## src/rtl/dest_shift_ctrl.sv

```systemverilog
// Sequencer for the ALU destination shift buffer: counts passes, drives buffer enables, holds a wavefront for writeback.
// Optional watchdog enabled by defining DEST_SHIFT_CTRL_TIMEOUT_EN (sets sticky timeout_err after TIMEOUT_CYC idle cycles in COLLECT).
module dest_shift_ctrl #(
  parameter int unsigned NUM_PASSES  = 4,
  parameter int unsigned TAG_W       = 6,
  parameter int unsigned TIMEOUT_CYC = 64
) (
  input  logic             clk,
  input  logic             rst,
  input  logic             alu_pass_valid,
  input  logic [TAG_W-1:0] alu_pass_tag,
  output logic             ctrl_ready,
  output logic             dest_buffer_wr_en,
  output logic             dest_buffer_shift_en,
  output logic [1:0]       pass_idx,
  output logic             wb_valid,
  input  logic             wb_ready,
  output logic [TAG_W-1:0] wb_tag,
  input  logic             flush,
  output logic             timeout_err
);

  localparam int unsigned      CNT_W     = (NUM_PASSES > 2) ? $clog2(NUM_PASSES) : 1;
  localparam logic [CNT_W-1:0] LAST_PASS = CNT_W'(NUM_PASSES - 1);
  localparam logic [CNT_W-1:0] CNT_ZERO  = CNT_W'(0);
  localparam logic [CNT_W-1:0] CNT_ONE   = CNT_W'(1);

  typedef enum logic [1:0] {
    IDLE    = 2'b00,
    COLLECT = 2'b01,
    WB_PEND = 2'b10
  } state_t;

  state_t           state_r;
  logic [CNT_W-1:0] pass_cnt_r;
  logic             ctrl_ready_r;
  logic             wb_valid_r;
  logic [TAG_W-1:0] wb_tag_r;
  logic             accept_s;
  logic             timeout_hit_s;

  // Pass acceptance; a flush suppresses the buffer enables in its own cycle.
  always_comb begin
    accept_s = 1'b0;
    if (flush) begin
      accept_s = 1'b0;
    end else begin
      accept_s = alu_pass_valid & ctrl_ready_r;
    end
  end

  assign dest_buffer_wr_en    = accept_s;
  assign dest_buffer_shift_en = accept_s;
  assign ctrl_ready           = ctrl_ready_r;
  assign wb_valid             = wb_valid_r;
  assign wb_tag               = wb_tag_r;
  assign pass_idx             = 2'(pass_cnt_r);

`ifdef DEST_SHIFT_CTRL_TIMEOUT_EN
  localparam int unsigned      IDLE_W    = $clog2(TIMEOUT_CYC + 1);
  localparam logic [IDLE_W-1:0] IDLE_LAST = IDLE_W'(TIMEOUT_CYC - 1);

  logic [IDLE_W-1:0] idle_cnt_r;
  logic              timeout_err_r;

  // Watchdog fires on the TIMEOUT_CYC-th consecutive idle cycle in COLLECT.
  always_comb begin
    timeout_hit_s = 1'b0;
    if ((state_r == COLLECT) && !flush && !accept_s && (idle_cnt_r == IDLE_LAST)) begin
      timeout_hit_s = 1'b1;
    end else begin
      timeout_hit_s = 1'b0;
    end
  end

  // Idle-cycle counter and sticky error flag; only rst clears the flag.
  always_ff @(posedge clk or negedge rst) begin
    if (!rst) begin
      idle_cnt_r    <= IDLE_W'(0);
      timeout_err_r <= 1'b0;
    end else begin
      if (timeout_hit_s) begin
        timeout_err_r <= 1'b1;
      end
      if ((state_r != COLLECT) || flush || accept_s || timeout_hit_s) begin
        idle_cnt_r <= IDLE_W'(0);
      end else begin
        idle_cnt_r <= idle_cnt_r + IDLE_W'(1);
      end
    end
  end

  assign timeout_err = timeout_err_r;
`else
  assign timeout_hit_s = 1'b0;
  assign timeout_err   = 1'b0;
`endif

  // Main sequencer: pass counting, tag capture and writeback handshake.
  always_ff @(posedge clk or negedge rst) begin
    if (!rst) begin
      state_r      <= IDLE;
      pass_cnt_r   <= CNT_ZERO;
      ctrl_ready_r <= 1'b1;
      wb_valid_r   <= 1'b0;
      wb_tag_r     <= {TAG_W{1'b0}};
    end else if (flush) begin
      state_r      <= IDLE;
      pass_cnt_r   <= CNT_ZERO;
      ctrl_ready_r <= 1'b1;
      wb_valid_r   <= 1'b0;
    end else begin
      case (state_r)
        IDLE: begin
          if (accept_s) begin
            wb_tag_r   <= alu_pass_tag;
            pass_cnt_r <= CNT_ONE;
            state_r    <= COLLECT;
          end
        end
        COLLECT: begin
          if (accept_s) begin
            if (pass_cnt_r == LAST_PASS) begin
              pass_cnt_r   <= CNT_ZERO;
              state_r      <= WB_PEND;
              wb_valid_r   <= 1'b1;
              ctrl_ready_r <= 1'b0;
            end else begin
              pass_cnt_r <= pass_cnt_r + CNT_ONE;
            end
          end else if (timeout_hit_s) begin
            pass_cnt_r <= CNT_ZERO;
            state_r    <= IDLE;
          end
        end
        WB_PEND: begin
          // Handshake cycle never accepts a pass; ready returns next cycle.
          if (wb_ready) begin
            state_r      <= IDLE;
            wb_valid_r   <= 1'b0;
            ctrl_ready_r <= 1'b1;
          end
        end
        default: begin
          state_r      <= IDLE;
          pass_cnt_r   <= CNT_ZERO;
          ctrl_ready_r <= 1'b1;
          wb_valid_r   <= 1'b0;
        end
      endcase
    end
  end

endmodule

```

## config.mk

```make
export PLATFORM = sky130hd
export DESIGN_NAME = dest_shift_ctrl
export DESIGN_NICKNAME = d
export VERILOG_FILES = /design/src/rtl/dest_shift_ctrl.sv
export SDC_FILE = /design/constraint.sdc
export NUM_CORES = 1
export LEC_CHECK = 0
export BUFFER_PORTS_ARGS = -buffer_cell sky130_fd_sc_hd__buf_2
export CAP_MARGIN = 20
export CORE_AREA = 2 2 39 41
export DETAILED_ROUTE_END_ITERATION = 10
export DIE_AREA = 0 0 41 43
export PLACE_DENSITY_LB_ADDON = 0.05
export SLEW_MARGIN = 30
export SYNTH_ARGS = -nofsm -noshare
export SYNTH_HDL_FRONTEND = slang
export SYNTH_SLANG_ARGS = --single-unit
```

## constraint.sdc

```tcl
create_clock -name clk -period 2.7 [get_ports clk]
set_input_delay 0.27 -clock clk [delete_from_list [all_inputs] [get_ports clk]]
set_output_delay 0.27 -clock clk [all_outputs]
set_load 0.005 [all_outputs]
```

# --- Word level (Yosys, flattened, before mapping) ---
# Cells that the tools add are included.
classes:
  eq_ne: 9
  bitwise_logic: 2
  n_reduce_logical: 5
  n_mux: 21
  addsub: 1
op_table:
  columns: ["cell", "count"]
  rows:
  - ["2-to-1 mux 2 bit", 8]
  - ["inequality test 3 bit (second input constant)", 4]
  - ["one-hot mux 2 bit (3 select lines)", 2]
  - ["2-to-1 mux 1 bit", 9]
  - ["AND reduction 4 bit", 2]
  - ["one-hot mux 1 bit (3 select lines)", 2]
  - ["AND reduction 3 bit", 2]
  - ["== test 2 bit (second input constant)", 2]
  - ["inequality test 2 bit (second input constant)", 2]
  - ["adder 2 x 1 -> 2 bit (second input constant)", 1]
  - ["== test 2 x 1 -> 1 bit (second input constant)", 1]
  - ["logical NOT 2 bit", 1]
  - ["AND 1 bit", 1]
  - ["NOT 1 bit", 1]
totals:
  out_inout_bits: 13
  word_cells: 43
  reg_bits: 12
  input_bits: 11

# --- Longest topological paths before layout ---
logic_depth:
  depth_word: 5
  mapped_depth: 4
  mapped_depth_nobuf: 4

# --- Worst setup path after synthesis ---
# No wires, ideal clock.
synth_timing:
  path_kind: "register to register"
  from: "register ctrl_ready_r (netlist: ctrl_ready)"
  to: "register wb_tag_r[0] (netlist: wb_tag[0])"
  n_path_buf: 0
  setup_slack_ns: 1.259
  stages_incl_launch_ff: 4
  arrival_ns: 1.316
  cell_sequence: "dfstp_2 -> nand2_2 -> nor4_4 -> mux2_2"
synth_between:
  elab_chain_cells: 3
synth_rtl:
  columns: ["element", "line_no", "source"]
  rows:
  - ["start: declaration", "36", "logic ctrl_ready_r;"]
  - ["start signal: assignment", "104", "ctrl_ready_r <= 1'b1;"]
  - ["start signal: assignment", "110", "ctrl_ready_r <= 1'b1;"]
  - ["start signal: assignment", "127", "ctrl_ready_r <= 1'b0;"]
  - ["AND 1 bit", "48", "accept_s = alu_pass_valid & ctrl_ready_r;"]
  - ["2-to-1 mux 1 bit", "45", "if (flush) begin"]
  - ["AND reduction 3 bit (no line)", null, null]
  - ["end signal: assignment", "106", "wb_tag_r <= {TAG_W{1'b0}};"]
  - ["end signal: assignment", "116", "wb_tag_r <= alu_pass_tag;"]
  - ["end: declaration", "38", "logic [TAG_W-1:0] wb_tag_r;"]
# No other way between the ends.
# A chain may end at the register's enable or synchronous reset.

# --- Worst setup path in the final report ---
layout_timing:
  from: "register ctrl_ready_r (netlist: ctrl_ready)"
  to: "register wb_tag_r[5] (netlist: wb_tag[5])"
# Same word-level chain as after synthesis.

==> metrics <==
slowest CP cell dfstp_2; Post-synth ARST share 1.000; Critical Path Sink Type flip-flop; fill cell count 124; Via-to-Cell Ratio 5.111; hold_buf cts 1; complex-gate fraction of the synthesized area 0.08936; nets 87; Critical Path RT 2.86 ns; Reg area 301.5 sq um; Synth Area in Adders 0.02128; xor/xnor cell area share of the yosys netlist 0; largest fanout on the critical path 6; area delta synth->final 24.47%; syn_nets 64; gr usage total 0.1580; Non-Filler Instances 90; fmax 0.6496 GHz; Clock Root Buffer clkbuf_4; Clock Skew around 0.0043 ns; placed cell count 85; Startpoint Class flip-flop; VDD IR-drop max 0.0002875 V; io pins 24; final hold violations 0; Leak 0.3432 nW; cells along the critical path nand2_2 > nor4_4 > mux2_2; PwrDens roughly 600 nW/um^2; max-slew violations 0; Tot Pwr 0.4282 mW; post-synthesis mux area share 0.1319; WP data arrival 1.70 ns; post-DR wirelength/cell 12.48 microns; clock-pin slew on the worst setup and hold paths ~0.080 ns; core area 1384 sq um; Hold Crit Class in -> reg; Mapped Area 588.1 sq um; Primary FF master, synth dfrtp_1; Std-Cell Rows 14; Initial Util 0.4250; grt ovf 0; Post-Synth Simple-Gate Area 0.1766; Pre-Repair DR Iteration Count 2; largest net degree at the start of global routing 13; final setup fails 0; Die H approximately 43 microns; postcts setup bufs 0; DP Wirelength 852.3 microns; CP max stage delay 0.58 ns; main combinational cell family by area after synthesis simple AND/OR/NAND/NOR gates; MaxCap Viol Count 0; RSZ-0062 raised after global routing no; Final min period 1.539 ns; Die W 41 microns; multi-input logic area roughly 250 sq um; 1st-iter DRT viols 5; Post-Syn Instances 52; antenna-violating nets left 0; #FFs+latches synth 12; post-cts resize count 0; Post-Route Utilization 0.5289; CTS tree built; Sink Count 12; Routed WL approximately 1100 microns; first-pass GRT wire length 1842 microns; Diodes inserted 0; fraction of layout cells with a size suffix above 1 0.5000; DR vias 460; Warnings, synthesis 0; initial antenna violation count 0; Post-synth EDFFs 0; Remaining DRCs 0; Num CTS Buffers 3; vias in the first global route 429; number of port buffers 22; gpl congestion 0.6911; htree depth 1; Setup TNS 0 ns; syn avg cell area 11.31 sq um; Bufs and invs on worst path 0; Top Family by Delay on Critical Path flip-flops; die area 1763 sq um; Synth cell types 23; worst skew pair latency around 0.27 ns; status completed; crit path kind reg -> reg; CTS Buffer Depth 2; sequential share of the synthesized area 0.5128; ratio of final minimum period to clock period 0.5702
## report_power, final
| part | leakage [nW] | switching (mW) | internal, mW |
|---|---|---|---|
| combinational | 0.174 | 0.0302 | 0.0412 |
| clock | 0.0210 | 0.0602 | 0.0819 |
| sequential | 0.148 | 0.0134 | 0.201 |
| total | 0.343 | 0.104 | 0.324 |
## registers in the layout, indices dropped and copies added (netlist names)
name	count
state_r	2
wb_valid	1
wb_tag	6
ctrl_ready	1
pass_idx	2
## stage by stage
stage / hold WS, ns / worst slack, ns / area, sq um
after global routing: 0.2161 / 1.056 / 732.0
after detailed placement: 0.1700 / 1.147 / 685.7
after floorplan: -0.02559 / 1.259 / 588.1
after CTS: 0.2175 / 1.141 / 732.0
final: 0.2311 / 1.161 / 732.0
after global placement: 0.1662 / 1.170 / 685.7
## per-layer routing
metal | GRT usage | vias up | share of wire
met3 | 0.04712 | 2 | 0.050
met5 | 0 | - | 0
met2 | 0.2406 | 15 | 0.50
met4 | 0.06000 | 0 | 0.0045
li1 | - | 224 | -
met1 | 0.2027 | 219 | 0.45
## kinds of logic after synthesis
family / count (synthesis)
flops: 12
simple gates: 16
compound gates: 9
fa+ha+maj: 1
mux: 7
buf+inv: 6
other cells: 1
## layout by cell type, fill, tap and decap left out, drive strengths merged, types with 2 or more instances in the layout
cell,netlist,routed
clkbuf,0,4
mux2,6,6
nor2,3,3
nand2,5,5
o21ai,2,2
a21oi,4,4
nand3b,2,2
dfrtp,11,11
buf,5,22
or3,2,2
## path summary, 6_finish.rpt
check / cells after the start / from / slack (ns) / endpoint
hold / removal: 2 / alu_pass_tag[4] / 0.23 / wb_tag[4]$_DFFE_PN0P_
setup reg to reg: 3 / ctrl_ready$_DFFE_PN1P_ / 1.16 / wb_tag[5]$_DFFE_PN0P_
setup / recovery: 3 / ctrl_ready$_DFFE_PN1P_ / 1.16 / wb_tag[5]$_DFFE_PN0P_
min in group asynchronous: 2 / rst / 0.40 / wb_valid$_DFFE_PN0P_
hold reg to reg: 1 / wb_tag[4]$_DFFE_PN0P_ / 0.51 / wb_tag[4]$_DFFE_PN0P_
max in group asynchronous: 2 / rst / 2.03 / ctrl_ready$_DFFE_PN1P_
## layout make-up
| type | instances | area share |
|---|---|---|
| timing repair buffer | 23 | 0.1641 |
| tap | 16 | 0.02735 |
| inverter | 1 | 0.005128 |
| sequential | 12 | 0.4120 |
| clock buffer | 4 | 0.04957 |
| multi-input combinational | 34 | 0.3419 |
## Yosys cell counts, types with 2 or more instances
library cell / n / area [sq um]
dfrtp_1: 11 / 275.3
mux2_2: 6 / 67.56
a21oi_1: 4 / 20.02
nand2_1: 4 / 15.01
buf_4: 3 / 22.52
nor2_1: 3 / 11.26
buf_2: 2 / 10.01
nand3b_1: 2 / 15.01
o21ai_0: 2 / 10.01
or3_2: 2 / 15.01
No activity file was read; power rests on OpenSTA's default activity.
